$ cat src/rtl/alu_rr_scheduler.sv
`default_nettype none
// ============================================================================
//  Module      : alu_rr_scheduler
//  Description : Round-robin scheduler sharing one ALU datapath between two
//                requesters. It latches an op and its operands, loads the
//                ALU, captures the result and overflow, and returns a
//                response to the granted requester.
//  Revision    : 1.0 - initial release
// ============================================================================
module alu_rr_scheduler #(
    parameter int WIDTH = 8,
    parameter int CNT_W = 16
) (
    input  logic             clk,
    input  logic             rst,
    // requester 0
    input  logic             req0_valid,
    input  logic [2:0]       req0_op,
    input  logic [WIDTH-1:0] req0_a,
    input  logic [WIDTH-1:0] req0_b,
    output logic             req0_ready,
    output logic             rsp0_valid,
    output logic [WIDTH-1:0] rsp0_data,
    output logic             rsp0_ovf,
    output logic             rsp0_err,
    input  logic             rsp0_ready,
    // requester 1
    input  logic             req1_valid,
    input  logic [2:0]       req1_op,
    input  logic [WIDTH-1:0] req1_a,
    input  logic [WIDTH-1:0] req1_b,
    output logic             req1_ready,
    output logic             rsp1_valid,
    output logic [WIDTH-1:0] rsp1_data,
    output logic             rsp1_ovf,
    output logic             rsp1_err,
    input  logic             rsp1_ready,
    // ALU drive
    output logic             alu_on,
    output logic [2:0]       alu_in_sel,
    output logic [6:0]       alu_out_sel,
    output logic [WIDTH-1:0] alu_num1,
    output logic [WIDTH-1:0] alu_num2,
    input  logic [WIDTH-1:0] alu_result,
    input  logic             alu_ovf,
    // status
    output logic             busy,
    output logic [CNT_W-1:0] op_count
);

    typedef enum logic [1:0] {
        S_IDLE  = 2'd0,
        S_ISSUE = 2'd1,
        S_WAIT  = 2'd2,
        S_RESP  = 2'd3
    } state_t;

    localparam logic [2:0] C_OP_MULT     = 3'd6;
    localparam logic [2:0] C_OP_ILLEGAL  = 3'd7;
    localparam logic [2:0] C_SEL_RESET   = 3'b001;
    localparam logic [2:0] C_SEL_LOAD    = 3'b010;
    localparam logic [2:0] C_SEL_PERSIST = 3'b100;

    state_t             state_q, state_d;
    logic               last_q, last_d;      // requester granted most recently
    logic               gnt_q, gnt_d;        // requester owning the in-flight op
    logic [2:0]         op_q, op_d;
    logic [WIDTH-1:0]   a_q, a_d;
    logic [WIDTH-1:0]   b_q, b_d;
    logic [WIDTH-1:0]   data_q, data_d;
    logic               ovf_q, ovf_d;
    logic               err_q, err_d;
    logic               on_q;
    logic [CNT_W-1:0]   cnt_q, cnt_d;

    logic               w_pick;              // grantee if a grant happens now
    logic               w_rsp_ready;
    logic               w_active;
    logic [6:0]         w_out_sel;

    // Both valid: alternate away from the last grantee; otherwise take whoever asks.
    assign w_pick      = (req0_valid && req1_valid) ? ~last_q : req1_valid;
    assign w_rsp_ready = gnt_q ? rsp1_ready : rsp0_ready;
    assign w_active    = (state_q != S_IDLE);

    // Next-state and datapath capture for the IDLE->ISSUE->WAIT->RESP sequence.
    always_comb begin
        state_d = state_q;
        last_d  = last_q;
        gnt_d   = gnt_q;
        op_d    = op_q;
        a_d     = a_q;
        b_d     = b_q;
        data_d  = data_q;
        ovf_d   = ovf_q;
        err_d   = err_q;
        cnt_d   = cnt_q;
        case (state_q)
            S_IDLE: begin
                if (req0_valid || req1_valid) begin
                    gnt_d   = w_pick;
                    op_d    = w_pick ? req1_op : req0_op;
                    a_d     = w_pick ? req1_a  : req0_a;
                    b_d     = w_pick ? req1_b  : req0_b;
                    state_d = S_ISSUE;
                end
            end
            S_ISSUE: begin
                if (op_q == C_OP_ILLEGAL) begin
                    data_d  = '0;
                    ovf_d   = 1'b0;
                    err_d   = 1'b1;
                    state_d = S_RESP;
                end else begin
                    state_d = S_WAIT;
                end
            end
            S_WAIT: begin
                data_d  = alu_result;
                ovf_d   = (op_q == C_OP_MULT) && alu_ovf;
                err_d   = 1'b0;
                state_d = S_RESP;
            end
            S_RESP: begin
                if (w_rsp_ready) begin
                    cnt_d   = cnt_q + CNT_W'(1);
                    last_d  = gnt_q;
                    state_d = S_IDLE;
                end
            end
            default: state_d = S_IDLE;
        endcase
    end

    // State and datapath registers; reset drops any in-flight op.
    always_ff @(posedge clk or negedge rst) begin
        if (!rst) begin
            state_q <= S_IDLE;
            last_q  <= 1'b1;                 // so the first contested grant goes to req0
            gnt_q   <= 1'b0;
            op_q    <= '0;
            a_q     <= '0;
            b_q     <= '0;
            data_q  <= '0;
            ovf_q   <= 1'b0;
            err_q   <= 1'b0;
            on_q    <= 1'b0;
            cnt_q   <= '0;
        end else begin
            state_q <= state_d;
            last_q  <= last_d;
            gnt_q   <= gnt_d;
            op_q    <= op_d;
            a_q     <= a_d;
            b_q     <= b_d;
            data_q  <= data_d;
            ovf_q   <= ovf_d;
            err_q   <= err_d;
            on_q    <= 1'b1;
            cnt_q   <= cnt_d;
        end
    end

    // One-hot op select, held from ISSUE through RESP; op 7 selects nothing.
    always_comb begin
        w_out_sel = '0;
        if (w_active) begin
            for (int i = 0; i < 7; i++) begin
                w_out_sel[i] = (op_q == 3'(i));
            end
        end
    end

    assign alu_on      = on_q;
    assign alu_in_sel  = !on_q ? C_SEL_RESET :
                         ((state_q == S_ISSUE) && (op_q != C_OP_ILLEGAL)) ? C_SEL_LOAD :
                         C_SEL_PERSIST;
    assign alu_out_sel = w_out_sel;
    assign alu_num1    = w_active ? a_q : '0;
    assign alu_num2    = w_active ? b_q : '0;

    assign req0_ready  = (state_q == S_ISSUE) && !gnt_q;
    assign req1_ready  = (state_q == S_ISSUE) &&  gnt_q;
    assign rsp0_valid  = (state_q == S_RESP)  && !gnt_q;
    assign rsp1_valid  = (state_q == S_RESP)  &&  gnt_q;
    assign rsp0_data   = rsp0_valid ? data_q : '0;
    assign rsp0_ovf    = rsp0_valid && ovf_q;
    assign rsp0_err    = rsp0_valid && err_q;
    assign rsp1_data   = rsp1_valid ? data_q : '0;
    assign rsp1_ovf    = rsp1_valid && ovf_q;
    assign rsp1_err    = rsp1_valid && err_q;

    assign busy        = w_active;
    assign op_count    = cnt_q;

endmodule
`default_nettype wire

$ cat config.mk
export PLATFORM = sky130hd
export DESIGN_NAME = alu_rr_scheduler
export DESIGN_NICKNAME = d
export VERILOG_FILES = /design/src/rtl/alu_rr_scheduler.sv
export SDC_FILE = /design/constraint.sdc
export NUM_CORES = 1
export LEC_CHECK = 0
export ABC_CLOCK_PERIOD_IN_PS = 2200
export CAP_MARGIN = 20
export CORE_AREA = 2 2 83 85
export CTS_CLUSTER_DIAMETER = 30
export DETAILED_ROUTE_END_ITERATION = 10
export DIE_AREA = 0 0 85 87
export PLACE_DENSITY = 0.78
export SETUP_SLACK_MARGIN = 0.05
export SLEW_MARGIN = 15
export SYNTH_ARGS = -nofsm -noshare
export SYNTH_HDL_FRONTEND = slang
export SYNTH_SLANG_ARGS = --single-unit
$ cat constraint.sdc
create_clock -name clk -period 2.2 [get_ports clk]
set_input_delay 0.55 -clock clk [delete_from_list [all_inputs] [get_ports clk]]
set_output_delay 0.55 -clock clk [all_outputs]
set_load 0.02 [all_outputs]
-- Word-level counts from Yosys, hierarchy flattened
Cells that the tools add are included.
- muxes and demuxes: 22
- $add $sub $neg: 1
- reductions and logical operators: 21
- equal/unequal tests: 14
- bitwise operators: 1
- operator list (operator ; number):
    $mux W8 ; 7
    $add A16 B1 Y16 const B ; 1
    $pmux W8 S2 ; 1
    $eq A3 B3 Y1 const B ; 4
    $logic_and A1 B1 Y1 ; 11
    $mux W3 ; 3
    $pmux W2 S4 ; 1
    $reduce_and A2 Y1 ; 4
    $mux W7 ; 1
    $eq A3 B2 Y1 const B ; 2
    $ne A2 B2 Y1 const B ; 3
    $mux W1 ; 5
    $eq A2 B2 Y1 const B ; 2
    $mux W2 ; 2
    $pmux W1 S2 ; 2
    $reduce_bool A2 Y1 ; 2
    $eq A3 B1 Y1 const B ; 1
    $logic_not A3 Y1 ; 1
    $ne A3 B3 Y1 const B ; 1
    $eq A2 B1 Y1 const B ; 1
    $logic_not A2 Y1 ; 1
    $logic_not A1 Y1 ; 1
    $logic_or A1 B1 Y1 ; 1
    $not A1 Y1 ; 1
- flip-flop bits (word level): 50
- output and inout port bits: 68
- bits of input ports: 53
- word-level logic and storage cells: 70

-- Logic depth before layout (Yosys ltp)
- word-level depth: 4
- gate-level depth with buffers: 7
- mapped depth without buffers: 5

-- Worst setup path before layout
Ideal clock, no wire load.
- path kind: register to output
- from: register state_q[0]
- to: output alu_out_sel[0]
- slack: -0.006 ns
- data required time: 1.650 ns
- data arrival time: 1.656 ns
- stages on the path, launching flop included: 5
- path buffers: 1
- cell sequence: dfrtp_1 -> inv_1 -> ha_1 -> clkbuf_1 -> nor4_1
- cells in the longest elaborated chain, start to end: 2
- ends and longest elaborated chain (what ; RTL line ; source):
    from (decl) ; 64 ; state_t state_q, state_d;
    from (signal assigned) ; 150 ; state_q <= state_d;
    $reduce_bool A2 Y1 ; 84 ; assign w_active = (state_q != S_IDLE);
    $mux W7 ; 167 ; if (w_active) begin
    to (decl) ; 41 ; output logic [6:0] alu_out_sel,
Every way passes these cells.

-- Worst setup path in the final report
- from: register state_q[1]
- to: output rsp1_data[5]
- cells in the longest elaborated chain, start to end: 3
- ends and longest elaborated chain (what ; RTL line ; source):
    $eq A2 B2 Y1 ; 185 ; assign rsp1_valid = (state_q == S_RESP) && gnt_q;
    $logic_and A1 B1 Y1 ; 185 ;
    $mux W8 ; 189 ; assign rsp1_data = rsp1_valid ? data_q : '0;
    to (decl) ; 34 ; output logic [WIDTH-1:0] rsp1_data,
Every way passes these cells.

==> impl_summary.txt <==
----------------------------------------------------
[Pwr]
  Maximum ir drop on the vdd rail ... 0.5639 mV
  Sw frac ... between 30% and 40%
  Clock group share of total power ... 16.4%
  Pleak ... 0.001935 µW
  Power Dens Cells ... between 1000 and 1500 mW/mm²
  Pint ... 2884 µW
  Fraction of power consumed by sequential logic ... about a third
  Proportion of power drawn by combinational gates ... about 52%
  Switching power total ... 1913 µW

[Floorplan]
  Die Ht ... ~87 µm
  X dimension of the die ... 85 µm
  Placement Rows ... 30
  Count of boundary I/O pins ... ~120
  Starting density of the core ... 39.18%
  Die outline area ... 0.007395 mm²
  Std-Cell Core Area ... ~0.0066 mm²

[Yosys]
  Sequential-to-total area share from yosys stat ... between 40% and 50%
  Leading post-synthesis cells by cell area ... sky130_fd_sc_hd__dfrtp_1, sky130_fd_sc_hd__mux2i_1, sky130_fd_sc_hd__and3_1, sky130_fd_sc_hd__nor2b_1, sky130_fd_sc_hd__o21ai_0
  Post-synthesis instance total ... 253
  Most used flip-flop cell after synthesis ... sky130_fd_sc_hd__dfrtp_1
  Yosys cell types ... 37
  Proportion of register bits with asynchronous set or reset after synthesis ... 100.0%
  Share of the synthesized area in the top cell type ... 47.64%
  Post-synthesis register bit count ... 50
  Number of flops mapped to enable cells by yosys ... 0
  Top-count cell post-synth ... sky130_fd_sc_hd__dfrtp_1
  Synthesized area per cell ... around 10 µm²
  Library cell occupying the most area in the post-synthesis netlist ... sky130_fd_sc_hd__dfrtp_1
  Mapped Area ... around 0.0026 mm²
  Post-Synthesis Net Count ... 311
  Yosys synthesis warning count ... 0
  Most instantiated cells after synthesis ... sky130_fd_sc_hd__dfrtp_1, sky130_fd_sc_hd__nand2_1, sky130_fd_sc_hd__o21ai_0

[STA]
  Number of failing hold endpoints at the final stage ... 0
  Final number of max-transition violations ... 0
  Layout Skew ... 0.007866 ns
  Final Hold Slack ... ~0.25 ns
  Final critical delay including setup and external delays ... ~2.1 ns
  Setup-failing EPs final ... 0
  Achievable clock frequency ... between 0.4 and 0.5 GHz
  Post-route fraction of the period consumed by the critical path ... 94.73%
  Transition time at the pin with the least slew margin ... roughly 0.62 ns
  Setup repair after global routing missed its margin ... true
  Relative slew slack ... about three fifths

[Clocking]
  Worst-skew pair later-pin latency ... around 0.30 ns
  Hold buffers post-CTS ... 0
  Number of levels in the clock H-tree ... 2
  TritonCTS buffer count ... 5
  Buffer cell driving the clock tree root ... sky130_fd_sc_hd__clkbuf_8
  Deepest clock path buffer count ... 2
  Sinks on Clock Net ... 50
  Clock tree from TritonCTS ... done
  Clk slew on worst S/H paths ... 0.09 ns

[Critical path]
  Crit path capture type ... output pin
  Series of cell instances along the critical path ... ha_2 -> buf_6 -> and3_1 -> clkdlybuf4s15_2
  Startpoint types ... register
  Slack of the worst reg-to-reg path ... 0.55 ns
  Slowest cell on crit path ... sky130_fd_sc_hd__dfrtp_1
  Startpoint of the worst register-to-register path ... gnt_q$_DFFE_PN0P_
  Cells on worst reg2reg path ... 5
  CP max stage delay ... approximately 0.4 ns
  Critical Path RT ... about 1.7 ns
  Critical path startpoint ... state_q[1]$_DFFE_PN0P_
  Worst-path fanout max ... 16
  Data arrival at the endpoint of the critical path ... 1.53 ns
  Kind of critical path ... register to output pin
  Reg-to-Reg End ... state_q[1]$_DFFE_PN0P_

[Detailed routing]
  Post-Route WL ... ~6.4 mm
  Routed wire length per instance ... roughly 14 µm
  DRT antenna net count ... 0
  Routed via count divided by cell count ... between 4 and 5
  DRC ... 0
  Initial drt markers ... between 50 and 60
  Via total after detailed routing ... 2268
  First drt pass iteration count ... 4

[Cells and area]
  Area occupied by multi-input gates ... approximately 0.0013 mm²
  Sequential cell area in the final layout ... approximately 0.0013 mm²
  Area growth from synthesis to layout ... 55.32%
  Final core utilization ... just over 60%
  Filler cell count in the final layout ... between 500 and 600
  Post-layout instance count excluding filler cells ... approximately 470
  Share of post-route cells with drive strength above 1 ... 22.94%
  Final-stage net count ... approximately 450
  Number of diodes ... 0

[Global routing]
  Total congestion overflow ... 0
  Number of global-route vias before repair ... roughly 2200
  Initial antenna violation count ... 0
  First-pass GRT wire length ... around 11 mm
  Total GRT Usage ... ~18%
  Largest net degree at the start of global routing ... 39

[Place]
  Port Buffer Count ... 120
  RD Place Congestion ... ~0.80
  Total instance count after detailed placement ... around 460
  Post-DP HPWL ... ~4.8 mm

[Min path]
  Worst hold path class ... input port to async pin

[Status]
  Status ... complete, no violations

[Run]
  # Max-Cap Violations ... 0

----------------------------------------------------
-- area by class of cell --
class                           count  share of cell area (%)
Timing Repair Buffer              139                   29.89
Inverter                            5                  0.4695
Tap cell                           80                   2.504
Clock buffer                        6                   2.066
Multi-Input combinational cell    186                   32.24
Sequential cell                    50                   31.33
Clock inverter                      2                   1.502
-- kinds of logic (layout without fill, tap and decap cells) --
logic type | count (synthesis) | after routing | synth area share (%)
AND/OR/NAND/NOR | 104 | 105 | 22.41
flip-flops | 50 | 50 | 48.66
AO/OA/AOI/OAI | 38 | 38 | 9.431
multiplexers | 22 | 22 | 8.945
buffers and inverters | 18 | 152 | 2.868
XOR/XNOR | 15 | 15 | 5.104
adder cells (fa/ha/maj) | 5 | 5 | 2.431
other | 1 | 1 | 0.1457
-- worst max-delay path by stage --
stage                                end  slack (ns)  cells after the start
after detailed placement     alu_num2[1]       -0.04                      5
after floorplan             rsp0_data[0]        0.16                      4
after global routing        rsp1_data[5]        0.02                      4
after CTS                   rsp0_data[6]        0.05                      4
final                       rsp1_data[5]        0.12                      4
after global placement    alu_out_sel[6]        0.01                      5
-- per-layer routing --
layer	track usage [%]	up-vias	share of wire [%]
li1	-	1142	-
met1	22.66	1047	43
met2	30.68	73	50
met3	4.360	6	6.6
met4	3.463	0	0.75
met5	0	-	0
-- worst max-delay path, delay by kind of cell (launching register included) --
family                     cells  cell delay, ns
adders and majority gates      1            0.23
buffers and inverters          2            0.43
DFF                            1            0.40
and+or+nand+nor                1            0.17
-- registers in the layout, summed over array words and instances, names as in the netlist, 2 cells and up --
signal / flops
a_q: 8
op_count: 16
state_q: 2
data_q: 8
op_q: 3
b_q: 8
-- metrics by stage --
step	setup TNS [ns]	instance area [µm²]	total power (µW)	setup slack, ns
after floorplan	0	2580	2956	0.1553
after global placement	0	4001	4169	0.01378
after detailed placement	-0.1931	4001	4245	-0.03667
after CTS	0	4056	4855	0.04791
after global routing	0	3998	5150	0.01980
final	0	3998	4797	0.1160
-- power groups by stage --
stage,combinational (µW),clock [µW],sequential [µW]
2_1_floorplan,1440,0,1510
3_3_place_gp,2650,0,1520
3_5_place_dp,2720,0,1530
4_1_cts,2530,809,1520
5_1_grt,2740,841,1570
6_report,2500,785,1510
-- cells in the final DEF, fill, tap and decap left out, drive strengths merged, types with 4 or more instances in the layout --
master         count
inv                5
clkdlybuf4s50     69
nand2             26
xor2               4
clkdlybuf4s15      8
xnor2             11
and2              13
buf               52
o21ai             21
nor3               5
ha                 5
mux2i             20
nand3              7
dfrtp             49
and3              17
nor2               7
nor2b             16
clkbuf            13
a22o              10
nand4              5
-- timing repair --
action / CTS / global route
gates resized for setup: 173 / 16
buffers inserted: 0 / 1
endpoints found under the setup margin: 50 / 24
pin swaps: 0 / 0
gates cloned: 1 / 0
Note: power is estimated with default switching activity, not from simulation.
